[config.mk]
export PLATFORM = sky130hd
export DESIGN_NAME = angle_read_scheduler
export DESIGN_NICKNAME = d
export VERILOG_FILES = /design/src/rtl/angle_read_scheduler.sv
export SDC_FILE = /design/constraint.sdc
export NUM_CORES = 1
export LEC_CHECK = 0
export ABC_AREA = 0
export CELL_PAD_IN_SITES_DETAIL_PLACEMENT = 0
export CELL_PAD_IN_SITES_GLOBAL_PLACEMENT = 1
export CORE_ASPECT_RATIO = 1.75
export CORE_MARGIN = 10
export CORE_UTILIZATION = 51
export CTS_CLUSTER_DIAMETER = 40
export DETAILED_ROUTE_END_ITERATION = 7
export DONT_BUFFER_PORTS = 1
export HOLD_SLACK_MARGIN = 0.15
export PLACE_DENSITY = 0.95
export SLEW_MARGIN = 20
export SYNTH_ARGS = -nofsm -noshare
export SYNTH_HDL_FRONTEND = slang
export SYNTH_SLANG_ARGS = --single-unit
export TNS_END_PERCENT = 5
[constraint.sdc]
create_clock -name clock -period 4.7 [get_ports clock]
set_clock_uncertainty 0.1 [all_clocks]
set_input_delay 0.94 -clock clock [delete_from_list [all_inputs] [get_ports clock]]
set_output_delay 0.94 -clock clock [all_outputs]
set_load 0.02 [all_outputs]
[src/rtl/angle_read_scheduler.sv]
// angle_read_scheduler
//   Shares one I2C master between four swerve-wheel encoders that sit behind a
//   4-channel I2C mux. Reads are round-robined across the enabled wheels. Each
//   12-bit angle is latched per wheel, and a per-wheel rd_done level is raised
//   for the downstream pid instance, which edge-detects it.
//
// Ports
//   clock, reset        : main clock, synchronous active-high reset
//   wheel_enable[3:0]   : per-wheel read enable
//   clear_faults        : pulse, clears read_fault (a fault raised the same cycle wins)
//   i2c_busy            : master busy, holds off i2c_start
//   i2c_done/i2c_error  : one-cycle completion / failure pulses from the master
//   i2c_rd_data[15:0]   : read data, [11:0] = angle
//   i2c_start           : one-cycle transaction request (registered)
//   i2c_channel[1:0]    : mux channel = wheel being read, stable for the whole transaction
//   i2c_reg_addr[7:0]   : constant ANGLE_REG
//   angle_out[47:0]     : wheel n angle at [12n+11:12n]
//   rd_done[3:0]        : per-wheel fresh-angle level
//   read_fault[3:0]     : sticky per-wheel error/timeout flag
//   sched_busy          : scheduler not in IDLE

// Per-wheel result holder: angle register, rd_done level and sticky fault.
// Only the lane selected by the scheduler reacts to start/latch/fault.
module angle_read_lane #(
  parameter int ANGLE_W = 12
) (
  input  logic               clock,
  input  logic               reset,
  input  logic               sel,
  input  logic               start,
  input  logic               latch,
  input  logic               fault,
  input  logic               clear_faults,
  input  logic [ANGLE_W-1:0] data,
  output logic [ANGLE_W-1:0] angle,
  output logic               rd_done,
  output logic               read_fault
);

  always_ff @(posedge clock) begin
    if (reset) begin
      angle      <= '0;
      rd_done    <= 1'b0;
      read_fault <= 1'b0;
    end else begin
      // rd_done drops when the read is issued and rises only when a fresh
      // angle lands, so the consumer sees exactly one rising edge per angle.
      if (sel && start) begin
        rd_done <= 1'b0;
      end else if (sel && latch) begin
        rd_done <= 1'b1;
        angle   <= data;
      end
      // A new fault takes priority over a coincident clear.
      if (sel && fault) begin
        read_fault <= 1'b1;
      end else if (clear_faults) begin
        read_fault <= 1'b0;
      end
    end
  end

endmodule

module angle_read_scheduler #(
  parameter logic [7:0]  ANGLE_REG      = 8'h0C,
  parameter int unsigned GAP_CYCLES     = 8,
  parameter int unsigned TIMEOUT_CYCLES = 20000
) (
  input  logic        clock,
  input  logic        reset,
  input  logic [3:0]  wheel_enable,
  input  logic        clear_faults,
  input  logic        i2c_busy,
  input  logic        i2c_done,
  input  logic        i2c_error,
  input  logic [15:0] i2c_rd_data,
  output logic        i2c_start,
  output logic [1:0]  i2c_channel,
  output logic [7:0]  i2c_reg_addr,
  output logic [47:0] angle_out,
  output logic [3:0]  rd_done,
  output logic [3:0]  read_fault,
  output logic        sched_busy
);

  localparam int NUM_WHEELS = 4;
  localparam int ANGLE_W    = 12;

  // Terminal counts: GAP holds for GAP_CYCLES+1 cycles (one cycle when 0);
  // WAIT gives up after TIMEOUT_CYCLES cycles counted from the start pulse.
  localparam logic [7:0]  GAP_LAST = GAP_CYCLES[7:0];
  localparam logic [15:0] TO_LAST  = 16'(TIMEOUT_CYCLES - 1);

  typedef enum logic [1:0] {
    S_IDLE,
    S_ISSUE,
    S_WAIT,
    S_GAP
  } state_t;

  state_t      state, state_nxt;
  logic [1:0]  cur_wheel;
  logic [1:0]  last_served;
  logic [1:0]  next_wheel;
  logic [15:0] tcnt;
  logic [7:0]  gcnt;

  logic        load_wheel;
  logic        go_start;
  logic        latch_angle;
  logic        set_fault;

  logic [NUM_WHEELS-1:0][ANGLE_W-1:0] angle_q;
  logic        unused_rd_hi;

  assign unused_rd_hi = ^i2c_rd_data[15:12];

  // Round-robin pick: first enabled wheel above last_served, wrapping. The
  // loop runs from the farthest offset down so the nearest one wins; offset 4
  // wraps to last_served itself, which lets a lone enabled wheel repeat.
  always_comb begin
    next_wheel = last_served;
    for (int i = NUM_WHEELS; i >= 1; i--) begin
      if (wheel_enable[last_served + 2'(i)]) begin
        next_wheel = last_served + 2'(i);
      end
    end
  end

  always_ff @(posedge clock) begin
    if (reset) begin
      state <= S_IDLE;
    end else begin
      state <= state_nxt;
    end
  end

  always_comb begin
    state_nxt   = state;
    load_wheel  = 1'b0;
    go_start    = 1'b0;
    latch_angle = 1'b0;
    set_fault   = 1'b0;
    case (state)
      S_IDLE: begin
        if (|wheel_enable) begin
          load_wheel = 1'b1;
          state_nxt  = S_ISSUE;
        end
      end
      S_ISSUE: begin
        if (!i2c_busy) begin
          go_start  = 1'b1;
          state_nxt = S_WAIT;
        end
      end
      S_WAIT: begin
        // error beats done; done beats a timeout landing the same cycle
        if (i2c_error) begin
          set_fault = 1'b1;
          state_nxt = S_GAP;
        end else if (i2c_done) begin
          // a wheel disabled mid-read gets its data dropped
          latch_angle = wheel_enable[cur_wheel];
          state_nxt   = S_GAP;
        end else if (tcnt == TO_LAST) begin
          set_fault = 1'b1;
          state_nxt = S_GAP;
        end
      end
      S_GAP: begin
        if (gcnt == GAP_LAST) begin
          state_nxt = S_IDLE;
        end
      end
      default: state_nxt = S_IDLE;
    endcase
  end

  always_ff @(posedge clock) begin
    if (reset) begin
      i2c_start   <= 1'b0;
      cur_wheel   <= 2'd0;
      last_served <= 2'd3;
      tcnt        <= '0;
      gcnt        <= '0;
    end else begin
      i2c_start <= go_start;
      if (load_wheel) begin
        cur_wheel <= next_wheel;
      end
      // Timeout only runs in WAIT; busy stalls in ISSUE never count.
      if (go_start) begin
        tcnt <= '0;
      end else if (state == S_WAIT) begin
        tcnt <= tcnt + 16'd1;
      end
      if (state == S_GAP) begin
        last_served <= cur_wheel;
        gcnt        <= gcnt + 8'd1;
      end else begin
        gcnt <= '0;
      end
    end
  end

  for (genvar g = 0; g < NUM_WHEELS; g++) begin : g_lane
    angle_read_lane #(.ANGLE_W(ANGLE_W)) u_lane (
      .clock        (clock),
      .reset        (reset),
      .sel          (cur_wheel == 2'(g)),
      .start        (go_start),
      .latch        (latch_angle),
      .fault        (set_fault),
      .clear_faults (clear_faults),
      .data         (i2c_rd_data[ANGLE_W-1:0]),
      .angle        (angle_q[g]),
      .rd_done      (rd_done[g]),
      .read_fault   (read_fault[g])
    );
  end

  assign angle_out    = angle_q;
  assign i2c_channel  = cur_wheel;
  assign i2c_reg_addr = ANGLE_REG;
  assign sched_busy   = (state != S_IDLE);

endmodule

==> results_dict.tcl, run 1 <==
set metrics [dict create \
    wirelength_um 8460 \
    hold_buffers 0 \
    yosys.area.top_type "dfxtp_1" \
    cts_buffer_depth 2 \
    path_depth 6 \
    drc_errors 0 \
    ys_ff_latch 87 \
    crit_path_end_kind "flip-flop" \
    synth_cells 386 \
    cp_num_buf_inv 1 \
    cts_buffers 9 \
    rows 41 \
    post_cts_buffers 0 \
    cp_slowest_cell "nand4_1" \
    critPathMaxStageDelay_ps 820 \
    fin_setup_tns_ps 0 \
    mappedNetlistArea_um2 3700 \
    synth_warnings 0 \
    rsz0062_at_grt "no" \
    fill_cells 646 \
    synth-compound-area-share 0.0595 \
    antenna_found_initial 0 \
    powerDensity_nw_per_um2 441 \
    worstMarginPinSlew_ps 1020 \
    synthTopCellsByCount "87 x dfxtp_1, 70 x nor2_1, 53 x mux2i_1" \
    overflow 0 \
    nNetsFinal 404 \
    synth.most_common_cell "dfxtp_1" \
    start_util 0.519 \
    vias 2580 \
    clock_latency_ps 340 \
    synth_flop_cell "dfxtp_1" \
    status "finished clean" \
    grt_pass1_wl_um 13800 \
    hp-class "flip-flop to flip-flop" \
    drtAntennaViolNets 0 \
    synth_area_per_cell_um2 9.59 \
    die_w_um 84.4 \
    setup_viol_count_final 0 \
    synth_top_family_by_area "simple AND/OR/NAND/NOR gates" \
    cts_resized 0 \
    hpwl_um 6240 \
    hold_path_depth 1 \
    r2r_cells 6 \
    grt_pass1_vias 2670 \
    yosysSeqAreaShare 0.470 \
    grt_usage 0.151 \
    port_buffers 0 \
    p_leak_uw 0.00181 \
    fin_cells 460 \
    n_antenna_cell 0 \
    core_um2 7130 \
    die_h_um 133 \
    via_per_inst 5.61 \
    wl_per_cell_um 18.4 \
    maxSlewHeadroom 0.315 \
    clock_sinks 87 \
    maxCapViolCount 0 \
    die_area_um2 11200 \
    post-route-period-util 0.577 \
    synthDistinctLibCells 47 \
    drt_iter0_markers 88 \
    area_growth_pct 6.49 \
    crit_fanout 12 \
    cts-root-buf "clkbuf_16" \
    crit_required_ps 4830 \
    drv_slew 0 \
    crit_type "flip-flop to flip-flop" \
    io_pins 94 \
    cts_tree "built" \
    synth-simple-area-share 0.184 \
    max_freq_ghz 0.369 \
    synth_xor_area_frac 0.0426 \
    cp.arrival_ps 2840 \
    cp-start-kind "flip-flop" \
    place_inst 445 \
    synth_edf_count 0 \
    async_flop_share 0 \
    peakVddDrop_mv 0.262 \
    synth_area_leaders "dfxtp_1 47%, mux2i_1 14%, nor2_1 7.1%" \
    yosys.area_share.adder 0.0270 \
    drive_above_1_share 0.0508 \
    finalCriticalPeriod_ps 2710 \
    cts-htree-levels 3 \
    routabilityCongestion 0.864 \
    grt_max_degree 59 \
    cp_cell_sequence "inv_1 > ha_1 > and3b_1 > nand4_1 > mux2i_1 > nor2_1" \
    critical-path-top-delay-family "simple AND/OR/NAND/NOR gates" \
    dr.pass1.iters 5 \
    clk_pin_slew_ps 60 \
    final-hold-violation-count 0 \
    muxShareOfSynthArea 0.149 \
    synth_top_area_frac 0.470 \
]
power by group:
part	total (µW)	leakage, µW	switching [µW]	internal, µW
Sequential	819	0.000702	55.2	764
Combinational	176	0.000954	109	67.2
Clock	744	0.000151	283	461
flip-flops by register name, summed over array words and instances, names as in the netlist:
name and cells:
g_lane.u_lane.angle 48, tcnt 16, gcnt 8, g_lane.u_lane.rd_done 4, g_lane.u_lane.read_fault 4, i2c_channel 2
last_served 2, state 2, i2c_start 1
placed cells by master (no fill, tap or decap), drive strengths merged, types with 7 or more instances in the layout:
cell type,n
a21oi,10
clkbuf,9
conb,8
dfxtp,87
ha,8
inv,11
mux2i,53
nand2,14
nand3,12
nand4,9
nor2,70
xnor2,7
xor2,11
routing by layer:
layer | global-route usage | routed length, µm
met3 | 0.0836 | 986
met4 | 0.0726 | 187
met2 | 0.271 | 4410
met1 | 0.130 | 2880
met5 | 0 | 0
worst register-to-register path: cells and delay by family, from the launching register on:
kind	cells	cell delay, ps
buffers and inverters	1	110
adder cells (fa/ha/maj)	1	410
multiplexers	1	430
AND/OR/NAND/NOR	3	1190
flip-flops	1	340
final timing paths:
kind,slack (ps),start,endpoint
max,1990,state[0],g_lane[1].u_lane.angle[0]
min,370,gcnt[0],gcnt[0]
max reg2reg,1990,state[0],g_lane[1].u_lane.angle[0]
min reg2reg,370,gcnt[0],gcnt[0]
final cells by class:
class,count,area (µm²),share of cell area
Sequential cell,87,1740,0.442
Clock buffer,9,225,0.0571
Multi-Input combinational cell,261,1740,0.442
Inverter,11,41.3,0.0105
Clock inverter,6,86.3,0.0219
Tap cell,86,108,0.0273
cell families (layout without fill, tap and decap cells):
kind of cell | count (synthesis) | count (layout)
AO/OA/AOI/OAI | 32 | 32
flip-flops | 87 | 87
other | 2 | 8
buffers and inverters | 44 | 26
XOR/XNOR | 18 | 18
adder cells (fa/ha/maj) | 8 | 8
multiplexers | 54 | 54
AND/OR/NAND/NOR | 141 | 141
metrics by stage:
step / hold WS, ps / setup WS, ps / instance area [µm²] / util / total power (µW)
5_1_grt: 389 / 1820 / 3940 / 0.553 / 1800
4_1_cts: 369 / 1990 / 3940 / 0.553 / 1750
6_report: 371 / 1990 / 3940 / 0.553 / 1740
3_5_place_dp: 355 / 1910 / 3630 / 0.509 / 1010
2_1_floorplan: 326 / 2430 / 3730 / - / 982
3_3_place_gp: 339 / 1970 / 3630 / 0.509 / 1010
Power figures use the tool's default switching activity.
==> run 2, diff against run 1 <==
- CORE_UTILIZATION: 51 -> 47
- PLACE_DENSITY: 0.95 -> 0.89
- clock period: 4.7 -> 2.7 ns (I/O delays scaled with it)
==> run 2 against run 1 <==
- clock power grew 56%
- highest routed layer unchanged
- routed wire length is 0.61% lower
- largest cell class unchanged
- combinational power up 110%
- largest power group unchanged
- sequential share of layout area fell by 0.26 points
- worst setup slack got worse by 1400 ps
- critical endpoint is now tcnt[14]
- die area up 6.8%
- non-clock buffer count rose by 7
- global-route usage is 1.1 points lower
- critical path type unchanged
- sequential power up 68%
- critical path depth did not move
==> results_dict.tcl, run 2 (synthesized netlist as in run 1, its figures left out) <==
set metrics [dict create \
    cp_slowest_cell "ha_1" \
    cts_tree "built" \
    r2r_start "state[0]" \
    drc_errors 0 \
    finalCriticalPeriod_ps 2080 \
    dr.pass1.iters 4 \
    hold_path_depth 1 \
    nNetsFinal 411 \
    p_leak_uw 0.00182 \
    overflow 0 \
    layout_common_cells "87 x dfxtp_1, 70 x nor2_1, 53 x mux2i_1" \
    wirelength_um 8410 \
    r2r_cells 6 \
    hp-class "input pin to flip-flop" \
    maxSlewHeadroom 0.645 \
    layout_commonest_cell "dfxtp_1" \
    via_per_inst 5.49 \
    maxCapViolCount 0 \
    die_w_um 87.1 \
    area_growth_pct 7.13 \
    final_util 0.521 \
    crit_required_ps 2860 \
    clock_latency_ps 340 \
    grt_pass1_vias 2659 \
    crit_type "flip-flop to flip-flop" \
    clk_pin_slew_ps 60 \
    hold_buffers 0 \
    antenna_found_initial 0 \
    crit_path_end_kind "flip-flop" \
    ff2ff_setup_slack_ps 620 \
    n_antenna_cell 0 \
    hold_path_startpoint "reset" \
    drive_above_1_share 0.0707 \
    core_um2 7620 \
    cp_num_buf_inv 1 \
    r2r_end "tcnt[14]" \
    regMostFlops "g_lane.u_lane.angle" \
    grt_usage 0.140 \
    final-hold-violation-count 0 \
    fill_cells 704 \
    fin_setup_tns_ps 0 \
    path_depth 6 \
    grt_max_degree 59 \
    routabilityCongestion 0.710 \
    cts_buffers 9 \
    timing.hold.worst_endpoint "g_lane[2].u_lane.angle[1]" \
    worstMarginPinSlew_ps 531 \
    critical-path-top-delay-family "simple AND/OR/NAND/NOR gates" \
    largest_reg_flops 48 \
    port_buffers 0 \
    vias 2580 \
    crit_fanout 11 \
    post-route-period-util 0.770 \
    grt_pass1_wl_um 13400 \
    start_util 0.486 \
    rows 42 \
    max_freq_ghz 0.481 \
    powerDensity_nw_per_um2 732 \
    cts_resized 0 \
    drv_slew 0 \
    cp-start-kind "flip-flop" \
    cts-htree-levels 3 \
    cts_buffer_depth 2 \
    reg.largest.list "g_lane.u_lane.angle (48), tcnt (16), gcnt (8)" \
    post_cts_buffers 0 \
    peakVddDrop_mv 0.446 \
    drtAntennaViolNets 0 \
    rsz0062_at_grt "no" \
    critPathMaxStageDelay_ps 410 \
    setup_viol_count_final 0 \
    status "finished clean" \
    cts-root-buf "clkbuf_16" \
    clock_sinks 87 \
    die_h_um 137 \
    hpwl_um 6330 \
    drt_iter0_markers 123 \
    io_pins 94 \
    die_area_um2 12000 \
    wl_per_cell_um 17.9 \
    cp_cell_sequence "inv_1 > ha_1 > nand3_1 > or2_2 > or3_1 > a21oi_1" \
    cp.arrival_ps 2240 \
]
==> run 2: cell types whose count changed in the layout (fill, tap and decap cells not counted), sizes merged <==
cell,before,now
buf,0,7
inv,11,13
clkinvlp,1,2
bufinv,2,0
==> run 2: worst register-to-register path, delay by kind of cell, from the launching register on <==
family / cells / cell delay, ps
flip-flops: 1 / 340
buffers and inverters: 1 / 120
AND/OR/NAND/NOR: 3 / 890
AO/OA/AOI/OAI: 1 / 140
adder cells (fa/ha/maj): 1 / 410
==> run 2: through the flow <==
| stage | hold slack (ps) | std cells | setup slack, ps | cell area, µm² | power, µW |
|---|---|---|---|---|---|
| after global placement | 341 | 454 | 712 | 3690 | 1770 |
| after detailed placement | 383 | 454 | 642 | 3690 | 1780 |
| after floorplan | 326 | 392 | 678 | 3730 | 1710 |
| after CTS | 156 | 470 | 619 | 3970 | 2930 |
| final | 168 | 470 | 620 | 3970 | 2900 |
| after global routing | 159 | 470 | 413 | 3970 | 3010 |
==> run 2: routing by layer <==
metal | global-route usage | up-vias | part of all wire
met1 | 0.133 | 1217 | 0.35
met4 | 0.0569 | 0 | 0.011
li1 | - | 1282 | -
met2 | 0.241 | 73 | 0.51
met5 | 0 | - | 0
met3 | 0.0810 | 8 | 0.12
==> run 2: worst max path at each step <==
| stage | start | endpoint | slack, ps |
|---|---|---|---|
| final | state[0] | tcnt[14] | 620 |
| after global routing | state[0] | tcnt[13] | 410 |
| after CTS | state[0] | tcnt[14] | 620 |
| after detailed placement | state[0] | tcnt[14] | 640 |
| after global placement | state[0] | tcnt[14] | 710 |
| after floorplan | i2c_channel[1] | g_lane[1].u_lane.angle[2] | 680 |
==> run 2: power by group <==
group	internal, µW	switching [µW]
clock	631	525
sequential	1330	55.3
combinational	131	232
==> run 2: cell type report <==
type | instances | area (µm²) | share of cell area
clock buffer | 9 | 225 | 0.0568
inverter | 11 | 41.3 | 0.0104
tap | 88 | 110 | 0.0278
sequential | 87 | 1740 | 0.439
clock inverter | 7 | 55.1 | 0.0139
timing repair buffer | 7 | 52.6 | 0.0132
multi-input combinational | 261 | 1740 | 0.439
==> run 3, diff against run 2 <==
- clock period: 2.7 -> 2.05 ns (I/O delays scaled with it)
==> run 3 against run 2 <==
- combinational power rose by 53%
- count of clock-buffer cells in the layout did not move
- register-to-register slack got worse by 510 ps
- global-route usage rose by 0.58 points
- sequential power rose by 33%
- hold slack got worse by 10 ps
- via count rose by 3.4%
- critical path depth fell by 2
- first-iteration DRC count fell by 30%
- sequential share of layout area fell by 3.0 points
- cell count rose by 4.0%
- critical path type unchanged
- critical endpoint is now g_lane[0].u_lane.read_fault
- largest cell class is now multi-input combinational cells
==> results_dict.tcl, run 3 (synthesized netlist as in run 1, its figures left out) <==
set metrics [dict create \
    status "finished clean" \
    wirelength_um 8810 \
    die_h_um 137 \
    area_growth_pct 15.1 \
    timing.hold.worst_endpoint "g_lane[0].u_lane.angle[10]" \
    cts_buffer_depth 2 \
    crit_type "flip-flop to flip-flop" \
    start_util 0.486 \
    power.total_uw 4160 \
    ff2ff_setup_slack_ps 110 \
    setup_viol_count_final 0 \
    die_area_um2 12000 \
    grt_usage 0.146 \
    drive_above_1_share 0.0848 \
    io_pins 94 \
    cts_tree "built" \
    power_frac_comb 0.133 \
    fill_cells 661 \
    crit_path_end_kind "flip-flop" \
    rows 42 \
    grt_pass1_vias 2733 \
    crit_fanout 6 \
    clk_pin_slew_ps 60 \
    post-route-period-util 0.946 \
    cp-start-kind "flip-flop" \
    largest_reg_flops 48 \
    final_util 0.559 \
    regArea_um2 1740 \
    n_antenna_cell 0 \
    max_freq_ghz 0.516 \
    drv_slew 0 \
    core_um2 7620 \
    multi_input_area_um2 1750 \
    drc_errors 0 \
    cts_buffers 9 \
    swShare 0.268 \
    finalCriticalPeriod_ps 1940 \
    rsz0062_at_grt "no" \
    hp-class "input pin to flip-flop" \
    reg.largest.list "g_lane.u_lane.angle (48), tcnt (16), gcnt (8)" \
    nNetsFinal 430 \
    overflow 0 \
    post_cts_buffers 0 \
    drtAntennaViolNets 0 \
    cp.arrival_ps 2070 \
    clock_latency_ps 330 \
    antenna_found_initial 0 \
    maxCapViolCount 0 \
    drt_iter0_markers 86 \
    layout_common_cells "87 x dfxtp_1, 70 x nor2_1, 53 x mux2i_1" \
    layout_commonest_cell "dfxtp_1" \
    clock_sinks 87 \
    use_met3 0.0710 \
    port_buffers 0 \
    r2r_start "tcnt[7]" \
    powerDensity_nw_per_um2 977 \
    intPower_uw 3050 \
    peakVddDrop_mv 0.608 \
    via_per_inst 5.46 \
    r2r_end "g_lane[0].u_lane.read_fault" \
    grt_pass1_wl_um 13900 \
    p_leak_uw 0.00196 \
    pwr-share-clk 0.426 \
    grt.met2_usage 0.255 \
    pwr-share-seq 0.441 \
    met1_usage 0.136 \
    wl_per_cell_um 18.0 \
    fin_setup_tns_ps 0 \
    grt_max_degree 58 \
    cts-root-buf "clkbuf_16" \
    hold_slack_ps 158 \
    grt.busiest_layer "met2" \
    crit_required_ps 2180 \
    dr.pass1.iters 4 \
    hold_path_depth 2 \
    r2r_cells 4 \
    cts-htree-levels 3 \
    hold_path_startpoint "i2c_rd_data[10]" \
    final-hold-violation-count 0 \
    regMostFlops "g_lane.u_lane.angle" \
    vias 2669 \
    hpwl_um 6460 \
    p_switching_uw 1110 \
    routabilityCongestion 0.730 \
    die_w_um 87.1 \
]
[run 3: cell types whose count changed in the layout (fill, tap and decap cells not counted)]
| cell | before | now |
|---|---|---|
| buf_12 | 0 | 5 |
| dlygate4sd3_1 | 0 | 13 |
| clkinvlp_4 | 2 | 1 |
| and4_2 | 0 | 1 |
| buf_4 | 7 | 8 |
| nor4_4 | 0 | 1 |
| bufinv_16 | 0 | 2 |
| nor4_2 | 1 | 0 |
| and4_1 | 2 | 1 |
| clkinv_2 | 1 | 0 |
[run 3: cell type report]
class | instances | area share
Clock inverter | 7 | 0.0241
Inverter | 11 | 0.00969
Multi-Input combinational cell | 261 | 0.411
Tap cell | 88 | 0.0258
Sequential cell | 87 | 0.409
Clock buffer | 9 | 0.0528
Timing Repair Buffer | 26 | 0.0681
[run 3: power groups by stage]
stage	clock (µW)	sequential (µW)	combinational, µW
global route	1840	1840	601
finish	1770	1840	555
floorplan	0	1850	399
detailed placement	0	1870	500
CTS	1800	1840	555
global placement	0	1870	495
[run 3: repair_timing]
| action | in CTS | in global routing |
|---|---|---|
| hold buffers | 14 | 0 |
| resized for setup | 0 | 2 |
| endpoints found under the setup margin | 0 | 4 |
| hold endpoints to repair | 57 | 0 |
[run 3: how the worst max path moves through the flow]
| stage | slack, ps | startpoint | endpoint |
|---|---|---|---|
| 4_1_cts | 50 | tcnt[7] | g_lane[0].u_lane.read_fault |
| 5_1_grt | 40 | state[0] | g_lane[0].u_lane.angle[10] |
| 3_3_place_gp | 120 | tcnt[7] | g_lane[1].u_lane.read_fault |
| 2_1_floorplan | 30 | i2c_channel[1] | g_lane[1].u_lane.angle[2] |
| 6_report | 110 | tcnt[7] | g_lane[0].u_lane.read_fault |
| 3_5_place_dp | 80 | tcnt[7] | g_lane[0].u_lane.read_fault |
[run 3: worst max-delay path: stages, from the launching register on]
cell     delay [ps]
dfxtp_1         350
or4_1           590
nor4_4          290
a21oi_1         180
o41ai_1         330
[run 3: metal layers]
layer  part of all wire  wire length [µm]
met1               0.36              3150
met3               0.11               946
met4              0.023               200
met5                  0                 0
met2               0.51              4510
[run 3: metrics by stage]
| stage | cell area (µm²) | setup slack (ps) | instances |
|---|---|---|---|
| after floorplan | 3730 | 27.9 | 392 |
| after global placement | 3770 | 121 | 459 |
| after detailed placement | 3770 | 84.9 | 459 |
| after CTS | 4250 | 52.9 | 489 |
| after global routing | 4260 | 41.5 | 489 |
| final | 4260 | 112 | 489 |
==> patch (settings of run 3) <==
Re-encode `state_t` (4 states) as one-hot, 4 bits wide.
--- a/src/rtl/angle_read_scheduler.sv
+++ b/src/rtl/angle_read_scheduler.sv
@@ -92,11 +92,11 @@
   localparam logic [7:0]  GAP_LAST = GAP_CYCLES[7:0];
   localparam logic [15:0] TO_LAST  = 16'(TIMEOUT_CYCLES - 1);
 
-  typedef enum logic [1:0] {
-    S_IDLE,
-    S_ISSUE,
-    S_WAIT,
-    S_GAP
+  typedef enum logic [3:0] {
+    S_IDLE  = 4'b0001,
+    S_ISSUE = 4'b0010,
+    S_WAIT  = 4'b0100,
+    S_GAP   = 4'b1000
   } state_t;
 
   state_t      state, state_nxt;
Function: no difference found for any inputs over 10 cycles, from zero or initial values and one cycle with reset high; not proved beyond that.
==> patch against run 3 <==
Wire length up 2.5%; critical endpoint is now tcnt[13]$_SDFFE_PP0N_; critical path type unchanged; sequential cell count grew 2; highest routed layer unchanged; die area grew 0.64%; cell area increased by 1.0%; setup slack lost 0.063 ns; critical path depth unchanged; global-route usage increased by 0.53 points; final cell count grew 5.3%; via count is 5.8% higher; area after synthesis grew 0.78%; worst hold slack better by 0.019 ns.
Power is not compared: it rests on default switching activity, and its combinational part moved more than twofold at a synthesized area within 25%.
==> patch: results (changes against run 3) <==
detailed_routing:
  ant_nets: 0  # unchanged
  wl_met2_um: 4740  # +5.0%
  drt_iter0_drc: 98  # +14%
  wl_met3_um: 1020  # +7.6%
  wl_per_cell_um: 17.5  # -2.6%
  wl_met1_um: 3110  # -1.3%
  detail_route.vias_per_cell: 5.48  # +0.47%
cells_and_area:
  largest-register: "g_lane.u_lane.angle"
  nets: 449  # +4.4%
  reg_top3: "g_lane.u_lane.angle: 48 flops, tcnt: 16 flops, gcnt: 8 flops"
  num-fill-cells: 722  # +9.2%
  drive_above_1_share_pct: 10.6  # +2.1 points
placement:
  place_ws_ns: -0.00127  # -0.0862 ns
  gp_congestion: 0.785  # +7.5%
  hpwl_um: 6600  # +2.2%
  place_area_mm2: 0.00386  # +2.2%
  numPortBuffers: 0  # unchanged
logic_synthesis:
  synth_compound_area_share_pct: 6.94  # +0.99 points
  synthAdderAreaFrac_pct: 1.01  # -1.7 points
  yosys_warnings: 0  # unchanged
  synth_cell_type_count: 38  # -19%
  synth_commonest_cells: "89 x dfxtp_1, 75 x nor2_1, 50 x mux2i_1"
  yosys-mux-area-fraction_pct: 13.4  # -1.5 points
  synth_xor_area_share_pct: 3.52  # -0.74 points
  synth_area_leaders: "dfxtp_1 48%, mux2i_1 13%, nor2_1 7.5%"
  yosysSeqAreaShare_pct: 47.7  # +0.71 points
cts:
  cts_root_buffer: "clkbuf_16"
  postCtsSetupBuffers: 0  # unchanged
  clk_latency_ns: 0.34
power:
  p_leak_nw: 1.62
  vdd.ir_drop.worst_mv: 0.608
grt:
  track_usage_pct: 15.1  # +0.53 points
  grt_pass1_wl_um: 14400  # +3.3%
  grt_pass1_vias: 2819  # +3.1%
  grt_max_degree: 61  # +5.2%
worst_setup_path:
  cp_max_fo: 7  # +1
  cp.arrival_ns: 2.18  # +0.11 ns
outcome:
  status: "finished, final reports clean"
[patch: worst paths after layout]
| path | from | end | slack [ns] | cells past startpoint |
|---|---|---|---|---|
| min | reset | last_served[0]$_SDFFE_PP1N_ | 0.18 | 2 |
| max reg2reg | state[0]$_SDFFE_PP1P_ | tcnt[13]$_SDFFE_PP0N_ | 0.05 | 4 |
| max | state[0]$_SDFFE_PP1P_ | tcnt[13]$_SDFFE_PP0N_ | 0.05 | 4 |
| min reg2reg | tcnt[1]$_SDFFE_PP0N_ | tcnt[1]$_SDFFE_PP0N_ | 0.39 | 2 |
[patch: kinds of logic (layout without fill, tap and decap cells)]
logic type	Yosys count	count (layout)
compound gates	43	43
simple gates	155	155
buf+inv	49	62
xor+xnor	15	15
mux	50	50
flops	89	89
fa+ha+maj	3	3
other cells	2	8
[patch: report_power, final]
group | total [W] | switching [W] | internal (W)
sequential | 0.00176 | 0.0000156 | 0.00174
combinational | 0.000237 | 0.000145 | 0.0000919
clock | 0.00156 | 0.000672 | 0.000891
[patch: area by class of cell]
class / instances / share of cell area, %
timing repair buffer: 33 / 7.87
tap: 90 / 2.61
clock buffer: 11 / 5.87
clock inverter: 5 / 0.872
sequential: 89 / 41.4
inverter: 13 / 1.13
multi-input combinational: 274 / 40.2
[patch: per-layer routing]
layer	GRT usage, %	up-vias
met5	0	-
met4	6.67	0
met3	8.53	9
met2	26.1	76
met1	14.1	1348
li1	-	1391
[patch: repair_timing]
item,4_1_cts,5_1_grt
gates resized for setup,2,4
pin swaps,1,1
endpoints found under the setup margin,4,4
hold endpoints to repair,60,0
hold buffers,13,0
[patch: critical path, cell delays in order, from the launching register on]
cell and delay (ns):
dfxtp_1 0.33, or4b_4 0.54, or4_4 0.48, or3_1 0.37, a21oi_1 0.12
[patch: stage by stage]
stage | utilization, % | hold WS (ns) | power [W] | std cells | TNS [ns]
3_5_place_dp | 49.1 | 0.379 | 0.00197 | 486 | -0.00127
5_1_grt | 54.8 | 0.184 | 0.00368 | 515 | -0.00639
2_1_floorplan | - | 0.348 | 0.00195 | 412 | -0.318
3_3_place_gp | 49.1 | 0.363 | 0.00197 | 486 | 0
6_report | 54.8 | 0.177 | 0.00356 | 515 | 0
4_1_cts | 54.7 | 0.173 | 0.00358 | 515 | 0
